File: src/rtl/gate_test_pkg.sv
// Shared definitions for the gate self-test slice: FSM state encoding and
// default vector width, feedback polynomial and seed used by stimulus and response blocks.
package gate_test_pkg;

  typedef enum logic [1:0] {
    IDLE,
    COLLECT,
    DONE
  } state_t;

  localparam int unsigned GATE_W    = 4;
  localparam logic [3:0]  GATE_POLY = 4'b0011;
  localparam logic [3:0]  GATE_SEED = 4'h0;

endpackage

File: src/rtl/gate_response_misr_if.sv
// Sample/report bundle between a gate response compactor and whoever drives it.
interface gate_response_misr_if #(
  parameter int unsigned W = 4
);
  logic         start;
  logic         busy;
  logic         x_valid;
  logic [W-1:0] x_in;
  logic         done;
  logic [W-1:0] signature;
  logic         pass;
  logic         timeout;

  modport master (
    output start, x_valid, x_in,
    input  busy, done, signature, pass, timeout
  );

  modport slave (
    input  start, x_valid, x_in,
    output busy, done, signature, pass, timeout
  );
endinterface

File: src/rtl/gate_response_misr_core.sv
// Multiple-input signature register: shift with polynomial feedback, XOR in d when en.
// load (or rst) forces the register to seed.
module misr_core
  import gate_test_pkg::*;
#(
  parameter int unsigned    W    = GATE_W,
  parameter logic [W-1:0]   POLY = W'(GATE_POLY)
) (
  input  logic         clk,
  input  logic         rst,
  input  logic         load,
  input  logic [W-1:0] seed,
  input  logic         en,
  input  logic [W-1:0] d,
  output logic [W-1:0] sig
);

  logic [W-1:0] sig_next;

  always_comb begin
    sig_next = {sig[W-2:0], 1'b0} ^ (sig[W-1] ? POLY : '0) ^ d;
  end

  always_ff @(posedge clk) begin
    if (rst || load) begin
      sig <= seed;
    end else if (en) begin
      sig <= sig_next;
    end
  end

endmodule

File: src/rtl/gate_response_misr.sv
// Compacts NUM_SAMPLES gate outputs into a MISR signature and flags pass against GOLDEN.
// Optional idle-timeout abort enabled by defining GATE_RESPONSE_MISR_TIMEOUT_EN.
module gate_response_misr
  import gate_test_pkg::*;
#(
  parameter int unsigned  W           = GATE_W,
  parameter int unsigned  NUM_SAMPLES = 8,
  parameter logic [W-1:0] POLY        = W'(GATE_POLY),
  parameter logic [W-1:0] SEED        = W'(GATE_SEED),
  parameter logic [W-1:0] GOLDEN      = '0,
  parameter int unsigned  TIMEOUT     = 255
) (
  input  logic                 clk,
  input  logic                 rst,
  gate_response_misr_if.slave  bus
);

  localparam int unsigned CW = $clog2(NUM_SAMPLES + 1);

  state_t        state;
  logic [CW-1:0] count;
  logic          busy_q;
  logic          done_q;
  logic          pass_q;
  logic          timeout_q;
  logic [W-1:0]  sig;
  logic [W-1:0]  sig_next;
  logic          start_ok;
  logic          accept;
  logic          last;

  assign start_ok = bus.start && (state != COLLECT);
  assign accept   = bus.x_valid && (state == COLLECT);
  assign last     = accept && (count == CW'(NUM_SAMPLES - 1));

  // Same step as the core; pass must be registered at the edge that absorbs the final sample.
  always_comb begin
    sig_next = {sig[W-2:0], 1'b0} ^ (sig[W-1] ? POLY : '0) ^ bus.x_in;
  end

  misr_core #(
    .W    (W),
    .POLY (POLY)
  ) u_core (
    .clk  (clk),
    .rst  (rst),
    .load (start_ok),
    .seed (SEED),
    .en   (accept),
    .d    (bus.x_in),
    .sig  (sig)
  );

`ifdef GATE_RESPONSE_MISR_TIMEOUT_EN
  localparam int unsigned TW = $clog2(TIMEOUT + 1);
  logic [TW-1:0] idle_cnt;
`endif

  always_ff @(posedge clk) begin
    if (rst) begin
      state     <= IDLE;
      count     <= '0;
      busy_q    <= 1'b0;
      done_q    <= 1'b0;
      pass_q    <= 1'b0;
      timeout_q <= 1'b0;
`ifdef GATE_RESPONSE_MISR_TIMEOUT_EN
      idle_cnt  <= '0;
`endif
    end else begin
      done_q <= 1'b0;
      case (state)
        IDLE, DONE: begin
          if (bus.start) begin
            state     <= COLLECT;
            count     <= '0;
            busy_q    <= 1'b1;
            pass_q    <= 1'b0;
            timeout_q <= 1'b0;
`ifdef GATE_RESPONSE_MISR_TIMEOUT_EN
            idle_cnt  <= '0;
`endif
          end
        end
        COLLECT: begin
          if (accept) begin
            count <= count + 1'b1;
`ifdef GATE_RESPONSE_MISR_TIMEOUT_EN
            idle_cnt <= '0;
`endif
            if (last) begin
              state  <= DONE;
              busy_q <= 1'b0;
              done_q <= 1'b1;
              pass_q <= (sig_next == GOLDEN);
            end
          end
`ifdef GATE_RESPONSE_MISR_TIMEOUT_EN
          // Abort on the edge that would bring the idle count up to TIMEOUT.
          else if (idle_cnt == TW'(TIMEOUT - 1)) begin
            state     <= DONE;
            busy_q    <= 1'b0;
            done_q    <= 1'b1;
            pass_q    <= 1'b0;
            timeout_q <= 1'b1;
          end else begin
            idle_cnt <= idle_cnt + 1'b1;
          end
`endif
        end
        default: state <= IDLE;
      endcase
    end
  end

  assign bus.busy      = busy_q;
  assign bus.done      = done_q;
  assign bus.pass      = pass_q;
  assign bus.signature = sig;
`ifdef GATE_RESPONSE_MISR_TIMEOUT_EN
  assign bus.timeout   = timeout_q;
`else
  assign bus.timeout   = 1'b0;
`endif

endmodule

File: src/flat_wrapper.sv
// flat-port wrapper written by rule: the top's interface ports become plain ports
module gate_response_misr_flat import gate_test_pkg::*;
#(
  parameter int unsigned  W           = GATE_W,
  parameter int unsigned  NUM_SAMPLES = 8,
  parameter logic [W-1:0] POLY        = W'(GATE_POLY),
  parameter logic [W-1:0] SEED        = W'(GATE_SEED),
  parameter logic [W-1:0] GOLDEN      = '0,
  parameter int unsigned  TIMEOUT     = 255
)
  (clk, rst, bus_start, bus_x_valid, bus_x_in, bus_busy, bus_done, bus_signature, bus_pass, bus_timeout);
  gate_response_misr_if #(.W(W)) bus_i ();
  input  logic clk;
  input  logic rst;
  input wire logic [$bits(bus_i.start)-1:0] bus_start;
  input wire logic [$bits(bus_i.x_valid)-1:0] bus_x_valid;
  input wire logic [$bits(bus_i.x_in)-1:0] bus_x_in;
  output wire logic [$bits(bus_i.busy)-1:0] bus_busy;
  output wire logic [$bits(bus_i.done)-1:0] bus_done;
  output wire logic [$bits(bus_i.signature)-1:0] bus_signature;
  output wire logic [$bits(bus_i.pass)-1:0] bus_pass;
  output wire logic [$bits(bus_i.timeout)-1:0] bus_timeout;
  assign bus_i.start = bus_start;
  assign bus_i.x_valid = bus_x_valid;
  assign bus_i.x_in = bus_x_in;
  assign bus_busy = bus_i.busy;
  assign bus_done = bus_i.done;
  assign bus_signature = bus_i.signature;
  assign bus_pass = bus_i.pass;
  assign bus_timeout = bus_i.timeout;
  gate_response_misr #(.W(W), .NUM_SAMPLES(NUM_SAMPLES), .POLY(POLY), .SEED(SEED), .GOLDEN(GOLDEN), .TIMEOUT(TIMEOUT)) u_core (.clk(clk), .rst(rst), .bus(bus_i));
endmodule
File: config.mk
export PLATFORM = sky130hd
export DESIGN_NAME = gate_response_misr_flat
export DESIGN_NICKNAME = d
export VERILOG_FILES = /design/src/rtl/gate_test_pkg.sv /design/src/rtl/gate_response_misr_if.sv /design/src/rtl/gate_response_misr_core.sv /design/src/rtl/gate_response_misr.sv /design/src/flat_wrapper.sv
export SDC_FILE = /design/constraint.sdc
export NUM_CORES = 1
export LEC_CHECK = 0
export CAP_MARGIN = 10
export CORE_UTILIZATION = 49
export CTS_BUF_LIST = sky130_fd_sc_hd__clkbuf_8
export CTS_CLUSTER_SIZE = 8
export DETAILED_ROUTE_END_ITERATION = 6
export PLACE_DENSITY_LB_ADDON = 0.15
export SETUP_SLACK_MARGIN = 0.15
export SLEW_MARGIN = 20
export SYNTH_ARGS = -nofsm -noshare
export SYNTH_HDL_FRONTEND = slang
export SYNTH_SLANG_ARGS = --single-unit
File: constraint.sdc
create_clock -name clk -period 1.8 [get_ports clk]
set_clock_uncertainty 0.1 [all_clocks]
set_input_delay 0.27 -clock clk [delete_from_list [all_inputs] [get_ports clk]]
set_output_delay 0.27 -clock clk [all_outputs]
set_load 0.01 [all_outputs]
==> out/metrics.json <==
{
  "critical_path": {
    "timing.critical_path.arrival_ns": 1.17,
    "crit_path_end": "bus_signature[3]",
    "timing.critical_path.from": "u_core.u_core.sig[3]",
    "worst_setup_path_class": "reg2out",
    "critPathRequiredTime_ns": 1.43,
    "critical-path-max-stage-delay_ns": 0.55,
    "critical_path.reg2reg.endpoint": "u_core.u_core.sig[3]",
    "critical_path.endpoint_type": "output port",
    "critical_path.max_fanout": 6,
    "critical_path.cell_chain": "clkdlybuf4s50_1",
    "worstSetupStartpointType": "flop",
    "critical_path_depth": 1,
    "critical-path-slowest-cell": "clkdlybuf4s50_1",
    "worst_r2r_path_depth": 4,
    "timing.rr.start": "u_core.state[0]",
    "reg2reg_setup_slack_ns": 0.39,
    "critPathTopFamily": "buffers and inverters",
    "critical_path_buf_inv_count": 1
  },
  "cts": {
    "clk-insertion-delay-late_ns": 0.24,
    "clock_sink_count": 13,
    "tritoncts_clock_tree": "yes",
    "cts-root-to-sink-buffers": 2,
    "htreeDepth": 1,
    "worst_setup_hold_path_clk_slew_ns": 0.05,
    "cts_root_buffer": "clkbuf_8",
    "cts-buffers-inserted": 3,
    "hold_buffers": 0
  },
  "route": {
    "route.antenna.remaining_nets": 0,
    "drc": 0,
    "drt_iter0_drc": 5,
    "route.final.wire_length_mm": 1.19,
    "post_drt_wl_per_cell_microns": 11.8,
    "vias_per_inst": 5.19,
    "routed-via-count": 524,
    "firstDrtPassIters": 5
  },
  "timing": {
    "timing.final.setup_violations": 0,
    "fmaxAchievable_ghz": 0.649,
    "report.final.hold_viol_count": 0,
    "timing.setup.tns_ns": 0,
    "hold-worst-slack_ns": 0.396,
    "post-route-min-period_ns": 1.54,
    "post-route-period-util_pct": 85.6,
    "maxSlewViolCount": 0,
    "setup_repair_after_global_routing_missed_its_margin": "false"
  },
  "synthesis": {
    "synth.top_cell.area_share_pct": 40.2,
    "synth.lib_cells_used.distinct": 32,
    "synth_edf_count": 0,
    "yosysWarnings": 0,
    "synth_fa_ha_area_share_pct": 1.93,
    "synth.cell_area_sq_um": 647,
    "dominant_combinational_cell_family_by_area_after_synthesis": "simple AND/OR/NAND/NOR gates",
    "synth_area_leaders": "dfxtp_1, nor2_1, xnor2_1",
    "synthSimpleGateAreaFrac_pct": 25.9,
    "synthArstFlopShare_pct": 0,
    "syn_nets": 78,
    "synth_seq_cells": 13,
    "synth_xor_area_share_pct": 10.8,
    "postSynthCellCount": 69,
    "ys_seq_area_share_pct": 40.2,
    "synthesis.area_per_instance_sq_um": 9.37,
    "synth_mux_area_share_pct": 3.29,
    "synth_area_leader_cell": "dfxtp_1",
    "synth_compound_gate_area_share_pct": 11.4,
    "synthFlopType": "dfxtp_1"
  },
  "layout": {
    "antenna_cells": 0,
    "layout_stage_area_growth_over_the_synthesis_result_pct": 30.9,
    "area.sequential_sq_um": 262,
    "post_route_cells_drive_above_1_share_pct": 12.6,
    "final_net_count": 97,
    "multi_input_area_sq_um": 349,
    "fill_cells": 88
  },
  "status": {
    "run_status": "finished clean"
  },
  "global_routing": {
    "vias_in_the_first_global_route": 468,
    "grt_pass1_wl_mm": 1.95,
    "grt_util_all_layers_pct": 20.2,
    "grt_overflow": 0,
    "pin_count_of_the_biggest_net_entering_global_routing": 10,
    "antenna_found_initial": 0
  },
  "placement": {
    "finalWeightedCongestion": 0.835,
    "place.port_buffers": 14,
    "placed_wire_length_estimate_after_detailed_placement_microns": 886
  },
  "power": {
    "netSwitchingFraction_pct": 23.5,
    "internal-power_mw": 0.497,
    "comb_power_share_pct": 13.7,
    "power.static_leakage_nw": 0.327,
    "p_total_mw": 0.649,
    "p_per_area_mw_per_mm2": 766,
    "clock_power_share_pct": 38.7,
    "total_switching_power_mw": 0.152,
    "share_seq_of_total_power_pct": 47.6,
    "worst_vdd_drop_mv": 0.482
  },
  "run": {
    "cap_violations": 0
  },
  "min_path": {
    "hold_class": "reg2reg"
  },
  "die": {
    "die_area_sq_mm": 0.00147,
    "floorplan.io_pins": 16,
    "row_count": 12,
    "die_width_microns": 38.3,
    "fp.dieH_microns": 38.3,
    "core_area_sq_mm": 0.00117,
    "start_util_pct": 55.2
  }
}
how the worst min path moves through the flow:
stage / to / slack, ns / depth (start not counted) / start
global route: u_core.bus.pass / 0.43 / 2 / u_core.bus.pass
floorplan: u_core.state[1] / 0.34 / 2 / bus_start
finish: u_core.bus.pass / 0.40 / 2 / u_core.bus.pass
CTS: u_core.bus.pass / 0.40 / 2 / u_core.bus.pass
global placement: u_core.bus.busy / 0.37 / 2 / u_core.bus.busy
detailed placement: u_core.bus.pass / 0.39 / 2 / u_core.bus.pass
cell usage in the layout (no fill, tap or decap), types with 2 or more instances in the layout:
| cell | Yosys | routed |
|---|---|---|
| clkbuf_8 | 0 | 3 |
| nor2b_1 | 2 | 2 |
| nor3_1 | 2 | 2 |
| a211oi_1 | 3 | 3 |
| nor3b_1 | 2 | 2 |
| buf_4 | 1 | 4 |
| a21oi_1 | 3 | 3 |
| clkdlybuf4s50_1 | 0 | 14 |
| xor2_1 | 4 | 4 |
| nor2_1 | 12 | 12 |
| inv_1 | 1 | 2 |
| xnor2_1 | 4 | 4 |
| dfxtp_1 | 13 | 12 |
power groups by stage:
stage	registers [mW]	clock network, mW	logic, mW
CTS	0.309	0.255	0.0895
floorplan	0.312	0	0.0553
finish	0.309	0.251	0.0889
detailed placement	0.314	0	0.0890
global placement	0.314	0	0.0878
global route	0.311	0.276	0.0963
cell usage after synthesis (2+ instances only):
library cell  number
a211oi_1           3
a21oi_1            3
buf_6              2
dfxtp_1           13
nor2_1            12
nor2b_1            2
nor3_1             2
nor3b_1            2
xnor2_1            4
xor2_1             4
layer usage:
metal / wire [microns] / global-route usage, % / vias to the layer above
li1: - / - / 277
met5: 0 / 0 / -
met3: 66 / 7.56 / 2
met1: 584 / 24.0 / 231
met2: 533 / 31.4 / 14
met4: 8 / 10.3 / 0
cell families (layout without fill, tap and decap cells):
group | count (synthesis) | count (layout)
mux | 2 | 2
simple gates | 28 | 28
buf+inv | 5 | 23
other cells | 1 | 1
xor+xnor | 8 | 8
flops | 13 | 13
fa+ha+maj | 1 | 1
compound gates | 11 | 11
per-stage QoR:
step           std cells  area (sq um)  util (%)  setup slack (ns)
4_1_cts              101           846      72.2             0.180
6_report             101           847      72.3             0.260
2_1_floorplan         69           647         -             0.488
3_5_place_dp          97           801      68.4            0.0507
5_1_grt              101           847      72.3             0.209
3_3_place_gp          97           801      68.4             0.104
cell type report:
type | instances | area share (%)
sequential | 13 | 30.9
multi-input combinational | 51 | 41.2
clock inverter | 1 | 0.443
timing repair buffer | 18 | 20.1
clock buffer | 3 | 4.87
inverter | 1 | 0.443
tap | 14 | 2.07
registers in the layout (all words and copies together), names as in the netlist:
signal / flops
u_core.bus.done: 1
u_core.bus.pass: 1
u_core.state: 2
u_core.count: 4
u_core.u_core.sig: 4
u_core.bus.busy: 1
timing repair:
item | in CTS | in global routing
setup endpoints to repair | 0 | 1
hold endpoints to repair | 0 | 0
buffers inserted | 0 | 0
resized for setup | 0 | 1
Power figures use the tool's default switching activity.
